### src/rtl/dma_channel_arbiter.sv
// dma_channel_arbiter
//   Shares one DMA engine among NUM_CH requesters. A round-robin arbiter
//   grants one transfer at a time. Each channel gets a done or error strobe
//   back. A watchdog aborts an engine that stalls in BUSY.
//
//   state | meaning
//   ------+--------------------------------------------------------------
//   IDLE  | waiting for enable && a request; winner latched on exit
//   START | engine start issued (dma_start is visible the following cycle)
//   BUSY  | waiting for dma_done; watchdog counting
//   DONE  | per-channel strobe visible, grant released on exit
//
// Ports
//   clk, rst             system clock, asynchronous active-high reset
//   enable               allow new grants (an in-flight transfer always completes)
//   req                  per-channel request level
//   req_addr, req_len    per-channel packed address / word count
//   gnt                  one-hot grant, held START..DONE
//   dma_start            single-cycle engine start strobe
//   dma_addr, dma_len    latched address / length of the granted channel
//   dma_done, dma_err    engine completion strobe and error qualifier
//   dma_abort            single-cycle abort strobe on watchdog expiry
//   ch_done, ch_err      single-cycle per-channel result strobes
//   dbg_state, dbg_xfers FSM encoding and completed-transfer count
module dma_channel_arbiter #(
    parameter int NUM_CH  = 4,
    parameter int LEN_W   = 16,
    parameter int ADDR_W  = 32,
    parameter int TIMEOUT = 65535
) (
    input  logic                     clk,
    input  logic                     rst,
    input  logic                     enable,
    input  logic [NUM_CH-1:0]        req,
    input  logic [NUM_CH*ADDR_W-1:0] req_addr,
    input  logic [NUM_CH*LEN_W-1:0]  req_len,
    output logic [NUM_CH-1:0]        gnt,
    output logic                     dma_start,
    output logic [ADDR_W-1:0]        dma_addr,
    output logic [LEN_W-1:0]         dma_len,
    input  logic                     dma_done,
    input  logic                     dma_err,
    output logic                     dma_abort,
    output logic [NUM_CH-1:0]        ch_done,
    output logic [NUM_CH-1:0]        ch_err,
    output logic [1:0]               dbg_state,
    output logic [15:0]              dbg_xfers
);

    localparam int PTR_W = (NUM_CH > 1) ? $clog2(NUM_CH) : 1;
    localparam int WD_W  = (TIMEOUT > 1) ? $clog2(TIMEOUT + 1) : 1;
    localparam bit WD_EN = (TIMEOUT != 0);
    localparam logic [WD_W-1:0] WD_LAST = WD_W'((TIMEOUT > 0) ? TIMEOUT - 1 : 0);

    typedef enum logic [1:0] {
        IDLE  = 2'b00,
        START = 2'b01,
        BUSY  = 2'b10,
        DONE  = 2'b11
    } state_t;

    state_t            state, state_nxt;
    logic [PTR_W-1:0]  ptr, winner;
    logic              found;
    logic [WD_W-1:0]   watchdog;
    logic              wd_hit;
    logic [ADDR_W-1:0] win_addr;
    logic [LEN_W-1:0]  win_len;
    logic [NUM_CH-1:0] win_onehot;
    logic              do_grant, finish, finish_ok, wd_expire;

    // base + step modulo NUM_CH, with step < NUM_CH
    function automatic logic [PTR_W-1:0] wrap_inc(input logic [PTR_W-1:0] base, input int step);
        int sum;
        sum = int'(base) + step;
        if (sum >= NUM_CH) sum = sum - NUM_CH;
        return PTR_W'(sum);
    endfunction

    // The first request at or above the pointer wins, wrapping around.
    always_comb begin
        found  = 1'b0;
        winner = '0;
        for (int i = 0; i < NUM_CH; i++) begin
            if (!found && req[wrap_inc(ptr, i)]) begin
                found  = 1'b1;
                winner = wrap_inc(ptr, i);
            end
        end
    end

    assign win_addr   = req_addr[int'(winner)*ADDR_W +: ADDR_W];
    assign win_len    = req_len[int'(winner)*LEN_W +: LEN_W];
    assign win_onehot = {{(NUM_CH-1){1'b0}}, 1'b1} << winner;
    assign wd_hit     = WD_EN && (watchdog == WD_LAST);
    assign dbg_state  = state;

    always_ff @(posedge clk or posedge rst) begin
        if (rst) state <= IDLE;
        else     state <= state_nxt;
    end

    always_comb begin
        state_nxt = state;
        do_grant  = 1'b0;
        finish    = 1'b0;
        finish_ok = 1'b0;
        wd_expire = 1'b0;
        case (state)
            IDLE: begin
                if (enable && found) begin
                    do_grant  = 1'b1;
                    // A zero-length transfer never touches the engine.
                    state_nxt = (win_len == '0) ? DONE : START;
                end
            end
            START: state_nxt = BUSY;
            BUSY: begin
                // dma_done takes priority over a simultaneous watchdog expiry.
                if (dma_done) begin
                    finish    = 1'b1;
                    finish_ok = !dma_err;
                    state_nxt = DONE;
                end else if (wd_hit) begin
                    finish    = 1'b1;
                    wd_expire = 1'b1;
                    state_nxt = DONE;
                end
            end
            DONE: state_nxt = IDLE;
            default: state_nxt = IDLE;
        endcase
    end

    always_ff @(posedge clk or posedge rst) begin
        if (rst) begin
            gnt       <= '0;
            dma_start <= 1'b0;
            dma_addr  <= '0;
            dma_len   <= '0;
            dma_abort <= 1'b0;
            ch_done   <= '0;
            ch_err    <= '0;
            dbg_xfers <= '0;
            ptr       <= '0;
            watchdog  <= '0;
        end else begin
            dma_start <= (state == START);
            dma_abort <= wd_expire;
            ch_done   <= '0;
            ch_err    <= '0;

            if (do_grant) begin
                gnt      <= win_onehot;
                dma_addr <= win_addr;
                dma_len  <= win_len;
                ptr      <= wrap_inc(winner, 1);
                if (win_len == '0) ch_done <= win_onehot;
            end

            if (finish) begin
                if (finish_ok) ch_done <= gnt;
                else           ch_err  <= gnt;
            end

            if (state != DONE && state_nxt == DONE) dbg_xfers <= dbg_xfers + 16'd1;

            if (state == BUSY) watchdog <= watchdog + 1'b1;

            if (state == DONE) begin
                gnt      <= '0;
                watchdog <= '0;
            end
        end
    end

endmodule

### config.mk
export PLATFORM = sky130hd
export DESIGN_NAME = dma_channel_arbiter
export DESIGN_NICKNAME = d
export VERILOG_FILES = /design/src/rtl/dma_channel_arbiter.sv
export SDC_FILE = /design/constraint.sdc
export NUM_CORES = 1
export LEC_CHECK = 0
export ABC_AREA = 1
export BUFFER_PORTS_ARGS = -buffer_cell sky130_fd_sc_hd__buf_2
export CORE_MARGIN = 1.5
export CORE_UTILIZATION = 44
export CTS_CLUSTER_DIAMETER = 30
export DETAILED_ROUTE_END_ITERATION = 8
export GPL_ROUTABILITY_DRIVEN = 0
export GPL_TIMING_DRIVEN = 0
export HOLD_SLACK_MARGIN = 0.05
export PLACE_DENSITY = 0.89
export SETUP_SLACK_MARGIN = 0.2
export SLEW_MARGIN = 15
export SYNTH_ARGS = -nofsm -noshare
export SYNTH_HDL_FRONTEND = slang
export SYNTH_SLANG_ARGS = --single-unit
### constraint.sdc
create_clock -name clk -period 2.6 [get_ports clk]
set_input_delay 0.26 -clock clk [delete_from_list [all_inputs] [get_ports clk]]
set_output_delay 0.26 -clock clk [all_outputs]
set_load 0.01 [all_outputs]
==> results of run 1 <==
[worst min path at each step]
| stage | slack, ns | end |
|---|---|---|
| 5_1_grt | 0.08 | dma_abort |
| 6_report | 0.06 | dma_abort |
| 3_3_place_gp | 0.43 | dma_abort |
| 3_5_place_dp | 0.40 | dma_addr[15] |
| 4_1_cts | 0.06 | dma_abort |
| 2_1_floorplan | 0.33 | dma_abort |
[power by group through the flow]
stage | sequential [mW] | clock [mW] | combinational (mW)
after detailed placement | 2.36 | 0 | 8.29
after CTS | 2.35 | 1.52 | 10.2
after global placement | 2.35 | 0 | 8.11
final | 2.36 | 1.51 | 11.4
after floorplan | 2.54 | 0 | 5.72
after global routing | 2.42 | 1.59 | 12.4
[kinds of logic (layout without fill, tap and decap cells)]
logic type | Yosys count | count (layout) | synth area share, %
and+or+nand+nor | 467 | 467 | 32.1
adders and majority gates | 11 | 11 | 2.14
buffers and inverters | 153 | 501 | 9.79
DFF | 98 | 98 | 38.1
AOI/OAI and AO/OA | 169 | 169 | 15.9
xor gates and xnor gates | 14 | 14 | 1.90
other | 0 | 3 | 0
[layout make-up]
class	count	area share, %
Multi-Input combinational cell	661	39.5
Sequential cell	98	25.8
Timing Repair Buffer	331	19.3
Buffer	53	5.21
Inverter	100	4.13
Tap cell	184	2.42
Clock buffer	9	2.37
Clock inverter	7	1.13
Antenna cell	3	0.0790
Timing Repair inverter	1	0.0658
[synth_stat cells, types with 3 or more instances]
| master | number |
|---|---|
| o22ai_1 | 4 |
| buf_4 | 3 |
| inv_1 | 95 |
| clkbuf_1 | 27 |
| nor2_1 | 98 |
| nand2_1 | 217 |
| nand2_2 | 3 |
| nand3_1 | 76 |
| buf_6 | 4 |
| a21oi_1 | 14 |
| nand3_2 | 3 |
| o31ai_1 | 4 |
| buf_1 | 9 |
| xnor2_1 | 6 |
| o21a_1 | 32 |
| ha_1 | 11 |
| o21bai_1 | 32 |
| buf_2 | 10 |
| xor2_1 | 8 |
| nand4_1 | 45 |
| o21ai_0 | 80 |
| dfrtp_1 | 98 |
| nor2_2 | 3 |
| nor3_1 | 12 |
[flip-flops by register name (all words and copies together) (netlist names)]
register,count
gnt,4
dbg_state,2
dma_start,1
ptr,2
dma_addr,32
ch_err,4
dbg_xfers,16
watchdog,16
dma_abort,1
dma_len,16
ch_done,4
[worst max-delay path, stage by stage, from the launching register on]
cell and delay [ns]:
dfrtp_1 0.41, buf_6 0.17, inv_8 0.08, nand2_2 0.09
nand3_4 0.09, nand2_4 0.07, nor2_4 0.18, nand3_4 0.13
nand3_4 0.12, buf_8 0.14, buf_6 0.13, nand2_1 0.08
nand3_2 0.08, nand2_2 0.07, nor2_1 0.11, nand2_1 0.10
nor2_4 0.15, nand3_4 0.11, nand2_4 0.10, nand3_4 0.11
buf_6 0.17, nand2_1 0.07, nand2_1 0.06
[timing repair]
item                                    4_1_cts  5_1_grt
cloned                                        5        0
endpoints found under the setup margin       75       75
endpoints found under the hold margin        29        0
buffers inserted                             33       11
pin swaps                                     9       28
hold buffers                                  1        0
gates resized for setup                     124       80
[metrics by stage]
step                setup TNS, ns  area (um2)  util, %  setup slack (ns)  instances
global route               -12.65        9510     65.9            -0.427       1446
global placement           -33.88        8110     56.2            -0.790       1376
CTS                         -2.31        9160     63.5            -0.158       1433
detailed placement         -32.72        8150     56.5            -0.755       1378
floorplan                       0        6480        -             0.116        912
finish                      -6.67        9510     65.9            -0.322       1447
[layer usage]
layer / wire (um) / vias up / part of all wire, %
met1: 8840 / 3673 / 38
met3: 1870 / 105 / 8.0
li1: - / 3675 / -
met2: 11500 / 428 / 49
met5: 0 / - / 0
met4: 1160 / 0 / 4.9
[cells in the final DEF (no fill, tap or decap), drive strengths merged, types with 3 or more instances in the layout]
cell type and n:
o21bai 32, clkbuf 31, inv 102, nor2 102
nand2 221, buf 361, xnor2 6, a21oi 14
diode 3, o21a 32, o21ai 81, ha 11
xor2 8, o22ai 4, nor3 12, nand4 45
o31ai 4, dfrtp 98, nand3 81
==> results by group, run 1 <==
STA
  • Worst slew pin tran: about 0.72 ns
  • RSZ-0062 raised after global routing: true
  • Final Cycle Share: 112%
  • Highest achievable clock rate: between 300 and 400 MHz
  • Clock skew: 0.00696 ns
  • Final Hold Violating Endpoints: 0
  • Fin Hold WS: ~0.065 ns
  • Worst Setup Slack, final: -0.322 ns
  • Period minus WS final: a little under 3 ns
  • Relative slew margins: a little over half
  • Endpoints failing setup: around 50
  • Max Slew Vio Count: 0

Routing
  • DR iter-0 viols: 558
  • WL final: roughly 23000 um
  • WL/cell: around 16 um
  • DRC: 0
  • DR pass1 iterations: 5
  • Vias: between 7000 and 8000
  • Post-DR vias/cell: 5.45
  • Antenna Nets Post-Route: 0

Critical path
  • CP endpoint: dbg_xfers[10]
  • Crit Path Category: reg2reg
  • Worst-path fanout max: 6
  • FF-to-FF Start: ptr[0]
  • CP required: approximately 2.9 ns
  • CP Launch Point: ptr[0]
  • Reg2reg setup slack: -0.32 ns
  • Startpoint types: flip-flop
  • Reg2reg end: dbg_xfers[10]
  • CP Capture Type: flip-flop
  • Critical path arrival: 3.17 ns
  • Reg2Reg Depth: 22

GRT
  • First-pass GRT wire length: between 30000 and 40000 um
  • Largest net degree at the start of global routing: 37
  • Antenna violations before repair: 2
  • GRT met1 Usage: 34.1%
  • Number of global-route vias before repair: 7364
  • Gr usage total: 29.0%
  • Routing usage on met2: 49.7%
  • GR Layer Usage met3: about 6.7%
  • Total gr overflow: 0
  • GR peak layer: met2

Worst hold path
  • Worst min path class: in2reg
  • Hold_sp: dma_done
  • Min-Delay Path Depth: 2

Run status
  • Status: finished with violations
  • Failing checks: setup timing

CTS
  • CTS Buf Count: 9
  • Longest Clk Path Bufs: 2
  • CTS tree: yes
  • CTS H-Tree Depth: 3
  • Worst skew pair latency: around 0.35 ns
  • Clock transition at path regs: ~0.080 ns
  • Root buffer cell: clkbuf_16
  • # clock sinks: 98

Finish
  • Area grow syn2layout: 47.7%
  • Storage element area: between 2000 and 2500 um2
  • Final net count: 1467
  • Share of layout cells above drive strength 1: between 30% and 40%
  • Multi-input gate area: 3760 um2
  • # fillers: around 1200

Floorplanning
  • Die area: roughly 15000 um2
  • Ports: roughly 280
  • Core region area: between 10000 and 15000 um2
  • Initial Util: between 40% and 50%
  • Row cnt: 44
  • Die width: 124 um
  • Die height: around 120 um

Power and ir drop
  • Pwr Density: 1610 nW/um2
  • P_int: approximately 7.8 mW
  • Combinational share of power: between 70% and 80%
  • Max VDD drop: approximately 1300 uV
  • Power, Total: between 15 and 20 mW
  • Net switching power: 7.51 mW
  • Switch share: 49.0%
  • Leakage power: 4.99 nW
  • Clock network power share: about a tenth
  • Sequential Power Share: around 15%

Synthesis
  • Sequential fraction of the synthesis area: around two fifths
  • Synth Area per Inst: slightly above 7 um2
  • EDFF count, synth: 0
  • Netlist Area Pre-Place: 6440 um2
  • Dominant cell type by area after synthesis: dfrtp_1
  • Synth cell types: 37
  • Main area contributors after synthesis: dfrtp_1 (38%), nand2_1 (13%), o21ai_0 (6.2%)
  • Post-Syn Instances: 912
  • Async set-reset flop share out of synthesis: 100%
  • Synth warn: 0
  • Synth Register Bits: between 90 and 100
  • Main synth FF type: dfrtp_1
  • Area share of the largest cell type after synthesis: a little under two fifths
  • Syn Nets: between 1000 and 1500

Placed design
  • Port Buffer Count: 280
  • Dpl hpwl: roughly 16000 um

Flow run
  • MaxCap Viol Count: 0
Power figures use the tool's default switching activity.
==> run 2, diff against run 1 <==
Settings changed: PLACE_DENSITY 0.89 to 0.78.
==> run 2 against run 1 <==
  * Cell area is 3.6% higher
  * Clock power is essentially flat
  * Global-route usage is 0.99 points higher
  * The run still ends with setup timing left
  * Die area unchanged
==> results by group, run 2 (same netlist as run 1, synthesis figures left out) <==
STA
  • RSZ-0062 raised after global routing: true
  • Highest achievable clock rate: 333 MHz (-2.7%)
  • Worst Setup Slack, final: -0.404 ns (-0.0817 ns)
  • Max Slew Vio Count: 0 (unchanged)
  • Fin Hold WS: 0.0758 ns (+0.0111 ns)
  • Period minus WS final: 3.00 ns (+0.0817 ns)
  • Total Neg Setup Slack: -8.95 ns (-2.28 ns)
  • Endpoints failing setup: 40 (-22%)
  • Relative slew margins: 50.2% (-1.8 points)
  • Final Cycle Share: 116% (+3.1 points)
  • Worst slew pin tran: 0.746 ns (+0.0271 ns)
  • Clock skew: 0.00617 ns (-0.000794 ns)
  • Final Hold Violating Endpoints: 0 (unchanged)

Finish
  • Share of layout cells above drive strength 1: 40.5% (+0.95 points)
  • Commonest non-fill, non-tap cell in the layout: buf_2
  • Largest register FFs: 32 (unchanged)
  • Final net count: 1477 (+0.68%)
  • Reg with most FFs: dma_addr
  • Area grow syn2layout: 52.9%
  • Final core occ: 68.3% (+2.4 points)
  • Most frequent cells in the layout: buf_2 (286), nand2_1 (172), dfrtp_1 (97)

GRT
  • First-pass GRT wire length: 35600 um (+1.9%)
  • Largest net degree at the start of global routing: 36 (-2.7%)
  • Number of global-route vias before repair: 7331 (-0.45%)
  • Gr usage total: 30.0% (+0.99 points)
  • Total gr overflow: 0 (unchanged)
  • Antenna violations before repair: 3 (+1)

Run status
  • Status: finished with violations
  • Failing checks: setup timing

Critical path
  • CP Capture Type: flip-flop
  • Startpoint types: flip-flop
  • Critical path arrival: 3.25 ns (+0.08 ns)
  • CP required: 2.84 ns (about the same)
  • Crit Path Category: reg2reg
  • Worst-path fanout max: 6 (unchanged)

Power and ir drop
  • Switch share: 47.5% (-1.5 points)
  • Pwr Density: 1700 nW/um2 (+5.7%)
  • Power, Total: 16.8 mW (+9.4%)
  • Leakage power: 5.15 nW (+3.2%)
  • Sequential Power Share: 14.2% (-1.2 points)
  • Net switching power: 7.96 mW (+6.0%)
  • Max VDD drop: 1180 uV (-6.6%)
  • Combinational share of power: 76.9% (+2.2 points)
  • P_int: 8.79 mW (+13%)
  • Clock network power share: 8.9% (-1.0 points)

Routing
  • Vias: 7877 (-0.051%)
  • Post-DR vias/cell: 5.41 (-0.74%)
  • DR iter-0 viols: 551 (-1.3%)
  • WL final: 24100 um (+2.9%)
  • Antenna Nets Post-Route: 0 (unchanged)
  • WL/cell: 16.5 um (+2.2%)
  • DR pass1 iterations: 5 (unchanged)
  • DRC: 0 (unchanged)

Floorplanning
  • Ports: 281 (unchanged)
  • Initial Util: 44.6% (unchanged)
  • Die area: 15400 um2 (unchanged)
  • Row cnt: 44 (unchanged)
  • Die width: 124 um (unchanged)
  • Core region area: 14400 um2 (unchanged)
  • Die height: 124 um (unchanged)

CTS
  • Worst skew pair latency: 0.36 ns (about the same)
  • # clock sinks: 98 (unchanged)
  • CTS Buf Count: 9 (unchanged)
  • CTS tree: yes
  • Longest Clk Path Bufs: 2 (unchanged)
  • Root buffer cell: clkbuf_16
  • Clock transition at path regs: 0.07 ns (about the same)
  • CTS H-Tree Depth: 3 (unchanged)

Placed design
  • Dpl hpwl: 16400 um (+1.2%)
  • Port Buffer Count: 280 (unchanged)

Worst hold path
  • Worst min path class: in2reg

Flow run
  • MaxCap Viol Count: 0 (unchanged)
[run 2: stage by stage]
step	worst slack, ns	cell area, um2	cells
final	-0.404	9850	1457
after global routing	-0.526	9850	1457
after CTS	-0.146	9420	1443
after detailed placement	-0.672	8150	1378
after global placement	-0.590	8110	1376
after floorplan	0.116	6480	912
[run 2: cell type report]
class | instances | area, um2
Buffer | 52 | 487
Fill cell | 1175 | 4580
Inverter | 100 | 403
Sequential cell | 98 | 2450
Clock inverter | 6 | 96.3
Clock buffer | 10 | 229
Timing Repair inverter | 1 | 6.26
Multi-Input combinational cell | 661 | 3840
Tap cell | 184 | 230
Antenna cell | 3 | 7.51
Timing Repair Buffer | 342 | 2100
[run 2: power by group through the flow]
stage	registers [mW]	logic [mW]	clock network, mW
2_1_floorplan	2.54	5.72	0
3_3_place_gp	2.35	8.17	0
3_5_place_dp	2.36	8.28	0
4_1_cts	2.36	11.2	1.52
5_1_grt	2.43	13.8	1.57
6_report	2.37	12.9	1.49
[run 2: layer usage]
layer / track usage [%] / part of all wire, % / up-vias / routed length [um]
li1: - / - / 3702 / -
met1: 35.6 / 38 / 3682 / 9100
met2: 51.9 / 51 / 408 / 12200
met3: 6.00 / 7.1 / 85 / 1700
met4: 14.7 / 4.6 / 0 / 1100
met5: 0 / 0 / - / 0
[run 2: critical path, stage by stage (launching register included)]
cell	delay, ns
dfrtp_1	0.37
buf_6	0.17
clkinv_8	0.09
nand2_4	0.09
nand3_2	0.10
nand2_1	0.12
nand2_2	0.11
nand2_2	0.10
nand2_4	0.08
nand3_4	0.10
buf_8	0.15
buf_12	0.11
buf_16	0.11
nand2_4	0.04
nand3_2	0.07
nand2_2	0.08
nor2_2	0.12
nand2_1	0.08
nor2_2	0.13
nand3_2	0.15
nand2_4	0.11
nand3_4	0.12
buf_12	0.18
nand2_2	0.04
nand2_1	0.05
[run 2: path summary, 6_finish.rpt]
kind                              start             to  slack (ns)  depth (start not counted)
max reg2reg                      ptr[0]  dbg_xfers[13]       -0.40                         24
max in group asynchronous           rst     dma_len[9]        1.16                          5
min                            dma_done      dma_abort        0.08                          2
min in group asynchronous           rst    dma_addr[7]        0.58                          3
max                              ptr[0]  dbg_xfers[13]       -0.40                         24
min reg2reg                watchdog[15]   watchdog[15]        0.48                          1
[run 2: what timing repair did]
action                                 CTS  global route
pin swaps                               51            28
buffers inserted                        42            10
hold buffers                             1             0
setup endpoints to repair               75            76
gates cloned                             7             1
endpoints found under the hold margin   31             0
gates resized for setup                157           110
